<file path="src/rtl/calculator_core_if.sv">
// Bus between the operand source and the calculator_core result side.
// Optional macro: CALC_DIV0_COUNT_EN adds the div0_count signal.
interface calculator_core_if;
    logic [1:0]  func_in;
    logic [7:0]  A_in;
    logic [7:0]  B_in;
    logic        valid_in;
    logic [15:0] out;
    logic        valid_out;
    logic        div0_out;
`ifdef CALC_DIV0_COUNT_EN
    logic [15:0] div0_count;

    modport master (
        output func_in, A_in, B_in, valid_in,
        input  out, valid_out, div0_out, div0_count
    );
    modport slave (
        input  func_in, A_in, B_in, valid_in,
        output out, valid_out, div0_out, div0_count
    );
`else
    modport master (
        output func_in, A_in, B_in, valid_in,
        input  out, valid_out, div0_out
    );
    modport slave (
        input  func_in, A_in, B_in, valid_in,
        output out, valid_out, div0_out
    );
`endif
endinterface

</file>
<file path="src/rtl/calculator_core.sv">
// Fixed-latency signed 8-bit calculator: add, sub, mul, div with a 16-bit result.
// Stage 1 computes from the raw inputs; the remaining stages only delay.
// Optional macro: CALC_DIV0_COUNT_EN adds a saturating count of valid div-by-zero results.
module calculator_core #(
    parameter int unsigned LATENCY_BLOCK = 3
) (
    input  logic              clk,
    input  logic              rst_n,
    calculator_core_if.slave  bus
);

    logic signed [15:0] a_ext;
    logic signed [15:0] b_ext;
    logic signed [15:0] b_div;
    logic        [15:0] calc_res;
    logic               calc_div0;

    logic [15:0] res_d   [LATENCY_BLOCK];
    logic [15:0] res_q   [LATENCY_BLOCK];
    logic        valid_d [LATENCY_BLOCK];
    logic        valid_q [LATENCY_BLOCK];
    logic        div0_d  [LATENCY_BLOCK];
    logic        div0_q  [LATENCY_BLOCK];

    // Stage-1 arithmetic on sign-extended operands; 16-bit division keeps -128/-1 exact.
    always_comb begin
        a_ext     = {{8{bus.A_in[7]}}, bus.A_in};
        b_ext     = {{8{bus.B_in[7]}}, bus.B_in};
        b_div     = (bus.B_in == 8'd0) ? 16'sd1 : b_ext;
        calc_res  = '0;
        calc_div0 = 1'b0;
        unique case (bus.func_in)
            2'b00: calc_res = a_ext + b_ext;
            2'b01: calc_res = a_ext - b_ext;
            2'b10: calc_res = a_ext * b_ext;
            default: begin
                if (bus.B_in == 8'd0) begin
                    calc_div0 = 1'b1;
                    calc_res  = bus.A_in[7] ? 16'h8000 : 16'h7FFF;
                end else begin
                    calc_res = a_ext / b_div;
                end
            end
        endcase
    end

    // Next-state for the pipeline: stage 0 loads the new result, later stages shift.
    always_comb begin
        res_d[0]   = calc_res;
        valid_d[0] = bus.valid_in;
        div0_d[0]  = calc_div0;
        for (int unsigned i = 1; i < LATENCY_BLOCK; i++) begin
            res_d[i]   = res_q[i-1];
            valid_d[i] = valid_q[i-1];
            div0_d[i]  = div0_q[i-1];
        end
    end

    // Pipeline registers, cleared asynchronously so in-flight results are dropped.
    always_ff @(posedge clk or negedge rst_n) begin
        if (!rst_n) begin
            for (int unsigned i = 0; i < LATENCY_BLOCK; i++) begin
                res_q[i]   <= '0;
                valid_q[i] <= 1'b0;
                div0_q[i]  <= 1'b0;
            end
        end else begin
            for (int unsigned i = 0; i < LATENCY_BLOCK; i++) begin
                res_q[i]   <= res_d[i];
                valid_q[i] <= valid_d[i];
                div0_q[i]  <= div0_d[i];
            end
        end
    end

    assign bus.out       = res_q[LATENCY_BLOCK-1];
    assign bus.valid_out = valid_q[LATENCY_BLOCK-1];
    assign bus.div0_out  = div0_q[LATENCY_BLOCK-1];

`ifdef CALC_DIV0_COUNT_EN
    logic [15:0] div0_count_d;
    logic [15:0] div0_count_q;

    // Count valid div-by-zero results seen on the last stage, saturating at all-ones.
    always_comb begin
        div0_count_d = div0_count_q;
        if (valid_q[LATENCY_BLOCK-1] && div0_q[LATENCY_BLOCK-1] && (div0_count_q != '1))
            div0_count_d = div0_count_q + 16'd1;
    end

    // Counter register.
    always_ff @(posedge clk or negedge rst_n) begin
        if (!rst_n) div0_count_q <= '0;
        else        div0_count_q <= div0_count_d;
    end

    assign bus.div0_count = div0_count_q;
`endif

endmodule

</file>
<file path="src/flat_wrapper.sv">
// flat-port wrapper written by rule: the top's interface ports become plain ports
module calculator_core_flat 
#(
    parameter int unsigned LATENCY_BLOCK = 3
)
  (clk, rst_n, bus_func_in, bus_A_in, bus_B_in, bus_valid_in, bus_out, bus_valid_out, bus_div0_out);
  calculator_core_if bus_i ();
  input  logic clk;
  input  logic rst_n;
  input wire logic [$bits(bus_i.func_in)-1:0] bus_func_in;
  input wire logic [$bits(bus_i.A_in)-1:0] bus_A_in;
  input wire logic [$bits(bus_i.B_in)-1:0] bus_B_in;
  input wire logic [$bits(bus_i.valid_in)-1:0] bus_valid_in;
  output wire logic [$bits(bus_i.out)-1:0] bus_out;
  output wire logic [$bits(bus_i.valid_out)-1:0] bus_valid_out;
  output wire logic [$bits(bus_i.div0_out)-1:0] bus_div0_out;
  assign bus_i.func_in = bus_func_in;
  assign bus_i.A_in = bus_A_in;
  assign bus_i.B_in = bus_B_in;
  assign bus_i.valid_in = bus_valid_in;
  assign bus_out = bus_i.out;
  assign bus_valid_out = bus_i.valid_out;
  assign bus_div0_out = bus_i.div0_out;
  calculator_core #(.LATENCY_BLOCK(LATENCY_BLOCK)) u_core (.clk(clk), .rst_n(rst_n), .bus(bus_i));
endmodule
</file>
<file path="config.mk">
export PLATFORM = sky130hd
export DESIGN_NAME = calculator_core_flat
export DESIGN_NICKNAME = d
export VERILOG_FILES = /design/src/rtl/calculator_core_if.sv /design/src/rtl/calculator_core.sv /design/src/flat_wrapper.sv
export SDC_FILE = /design/constraint.sdc
export NUM_CORES = 1
export LEC_CHECK = 0
export BUFFER_PORTS_ARGS = -buffer_cell sky130_fd_sc_hd__buf_2
export CAP_MARGIN = 20
export CORE_MARGIN = 1.5
export CORE_UTILIZATION = 46
export CTS_CLUSTER_DIAMETER = 120
export CTS_CLUSTER_SIZE = 24
export DETAILED_ROUTE_END_ITERATION = 10
export SYNTH_ARGS = -nofsm -noshare
export SYNTH_HDL_FRONTEND = slang
export SYNTH_SLANG_ARGS = --single-unit
</file>
<file path="constraint.sdc">
create_clock -name clk -period 1.1 [get_ports clk]
set_input_delay 0.22 -clock clk [delete_from_list [all_inputs] [get_ports clk]]
set_output_delay 0.22 -clock clk [all_outputs]
set_load 0.02 [all_outputs]
</file>
==> flow_summary.json <==
{
  "outcome": "complete, but fails checks",
  "violations": "setup timing",
  "async_flop_share_pct": 100,
  "drive_above_1_share_pct": 47.4,
  "hold_violations": 0,
  "grt_usage_pct": 32.4,
  "ys_seq_area_share_pct": 10.7,
  "post_drt_wl_per_cell_um": 18.3,
  "root_buffer": "clkbuf_16",
  "coreArea_mm2": 0.0269,
  "vias": 15300,
  "maxCapViolations": 0,
  "synth_top_cells_by_area": "ha_1, dfrtp_1, fa_1",
  "port_buffers": 38,
  "htreeDepth": 2,
  "cp_common_cell": "ha_4",
  "io_pins": 39,
  "grt_first_pass_wirelength_um": 74500,
  "worst_ep_required_time_ps": 1240,
  "reg2reg_to": "u_core.bus.out[12]$_DFF_PN0_",
  "hold_class": "input pin to flip-flop",
  "clkTransAtPathRegs_ps": 70,
  "fmax_mhz": 44.8,
  "cp_slowest_stage_delay_ps": 490,
  "overflow": 0,
  "crit_path_start_kind": "input pin",
  "synth_cell_types": 104,
  "gp_congestion": 0.925,
  "yosysWarnings": 0,
  "viasPerCell": 5.71,
  "clockBufferDepth": 2,
  "min_period_ps": 22340,
  "cts_buffers": 5,
  "tightest_slew_ps": 577,
  "rrSetupSlack_ps": 590,
  "cts_tree": "built",
  "grt_pass1_vias": 15000,
  "path_class": "input pin to flip-flop",
  "hold_path_end": "u_core.valid_d[1]$_DFF_PN0_",
  "drt-initial-drc-count": 1032,
  "ys_ff_latch": 54,
  "worst_slack_ps": -21240,
  "grt_antenna_before_repair": 0,
  "synth_top_area_cell": "ha_1",
  "finalMaxSlewViolations": 0,
  "reg2reg_depth": 0,
  "area.growth.synth_to_final_pct": 66.4,
  "worstSetupEndpointType": "flip-flop",
  "synth-edff-count": 0,
  "dp_worst_setup_slack_ps": -22060,
  "synthFlopType": "dfrtp_1",
  "cts_sinks": 54,
  "syn-mean-instance-area_um2": 8.03,
  "regToRegStartpoint": "u_core.res_d[12]$_DFF_PN0_",
  "grt_max_degree": 27,
  "wirelength_um": 49000,
  "rows": 60,
  "syn_inst": 1567,
  "cp.arrival_ps": 22490,
  "worst_clock_skew_ps": 4.09,
  "yosysMostFrequentCell": "ha_1",
  "nFillCells": 1831,
  "whs_path_depth": 1,
  "clk_latency_ps": 290,
  "rsz0062_at_grt": "true",
  "synthTopCellsByCount": "ha_1, nor2_1, inv_1",
  "hp-start": "bus_valid_in",
  "post-route-period-util_pct": 2030,
  "slew_headroom_pct": 61.0,
  "dr.pass1.iters": 5,
  "synth_top_area_share_pct": 18.5,
  "ant_nets": 0,
  "n_antenna_cell": 0,
  "die_h_um": 168,
  "syn_area_mm2": 0.0126,
  "start_util_pct": 46.8,
  "dp_hpwl_um": 36100,
  "nNetsFinal": 2595,
  "dieArea_mm2": 0.0283,
  "slowest_stage": "a2111o_1",
  "critPathMaxFanout": 7,
  "setup-violations-final": 17,
  "die_x_um": 168,
  "drc": 0
}
[area by class of cell]
class	count	area, um2	area share (%)
timing repair buffer	759	5810	27.8
clock buffer	5	125	0.598
tap	341	427	2.04
clock inverter	3	48.8	0.233
multi-input combinational	1382	12700	60.5
sequential	54	1350	6.46
inverter	129	499	2.39
[flip-flops by register name (all words and copies together) (netlist names)]
register / flops
u_core.bus.valid_out: 1
u_core.res_d: 32
u_core.valid_d: 2
u_core.bus.out: 16
u_core.bus.div0_out: 1
u_core.div0_d: 2
[per-stage QoR]
stage | instances | hold slack, ps | instance area (um2) | TNS, ps | utilization [%]
6_report | 2673 | 40.5 | 20900 | -337600 | 77.8
5_1_grt | 2673 | 30.1 | 20900 | -350430 | 77.8
4_1_cts | 2623 | 36.3 | 19700 | -326290 | 73.2
3_5_place_dp | 2533 | 123 | 18200 | -349570 | 67.8
3_3_place_gp | 2533 | 118 | 18200 | -344060 | 67.8
2_1_floorplan | 1609 | -75.6 | 13500 | -333960 | -
[worst max-delay path, delay by kind of cell]
kind / cells / cell delay (ps)
AOI/OAI and AO/OA: 50 / 9960
adders and majority gates: 15 / 3890
and+or+nand+nor: 30 / 5640
buffers and inverters: 17 / 2210
muxes: 3 / 480
[repair_timing]
action | 4_1_cts | 5_1_grt
resized for setup | 134 | 163
pin swaps | 99 | 158
gates cloned | 0 | 1
hold buffers | 1 | 0
endpoints found under the setup margin | 17 | 17
buffers inserted | 89 | 56
endpoints found under the hold margin | 10 | 0
[routing by layer]
layer	track usage (%)	part of all wire [%]
met1	40.5	41
met2	57.7	49
met3	3.39	5.2
met4	11.9	4.3
met5	0	0
[placed cells by master, fill, tap and decap left out, drive strengths merged, types with 7 or more instances in the layout]
| cell | Yosys | layout |
|---|---|---|
| buf | 19 | 758 |
| ha | 186 | 186 |
| nor2 | 132 | 132 |
| inv | 126 | 127 |
| nand2 | 109 | 110 |
| a21oi | 110 | 110 |
| o21ai | 83 | 83 |
| xnor2 | 64 | 64 |
| nor3 | 58 | 58 |
| fa | 57 | 57 |
| dfrtp | 54 | 54 |
| conb | 2 | 44 |
| a21o | 41 | 41 |
| nand3 | 35 | 35 |
| o21a | 34 | 34 |
| o211ai | 34 | 34 |
| and2 | 28 | 28 |
| xor2 | 25 | 25 |
| a31oi | 25 | 25 |
| nand2b | 22 | 22 |
| or3 | 19 | 19 |
| or2 | 16 | 16 |
| mux2i | 15 | 15 |
| o22ai | 13 | 13 |
| and3 | 13 | 13 |
| a211oi | 13 | 13 |
| nand4 | 12 | 12 |
| mux2 | 12 | 12 |
| o31ai | 12 | 12 |
| a21boi | 12 | 12 |
| o21bai | 11 | 11 |
| nor2b | 10 | 10 |
| nor4 | 10 | 10 |
| o221ai | 9 | 9 |
| a211o | 7 | 7 |
| o221a | 7 | 7 |
[worst max-delay path by stage]
stage	cells after the start	from	end	slack [ps]
3_3_place_gp	109	bus_B_in[2]	u_core.res_d[22]$_DFF_PN0_	-21670
3_5_place_dp	107	bus_B_in[2]	u_core.res_d[22]$_DFF_PN0_	-22060
4_1_cts	112	bus_B_in[3]	u_core.res_d[22]$_DFF_PN0_	-20630
5_1_grt	120	bus_B_in[2]	u_core.res_d[26]$_DFF_PN0_	-22030
6_report	115	bus_B_in[2]	u_core.res_d[29]$_DFF_PN0_	-21240
2_1_floorplan	118	bus_B_in[7]	u_core.res_d[22]$_DFF_PN0_	-21190
[cell families after synthesis]
kind of cell | count (synthesis) | synth area share [%]
and+or+nand+nor | 496 | 20.0
adders and majority gates | 243 | 27.6
xor gates and xnor gates | 89 | 6.20
AOI/OAI and AO/OA | 482 | 27.5
buffers and inverters | 174 | 5.57
muxes | 27 | 2.30
other | 2 | 0.0597
DFF | 54 | 10.7
Power is left out: the tool's default activity adds up to more than one toggle a clock period on the data nets, which glitch-free logic cannot reach.
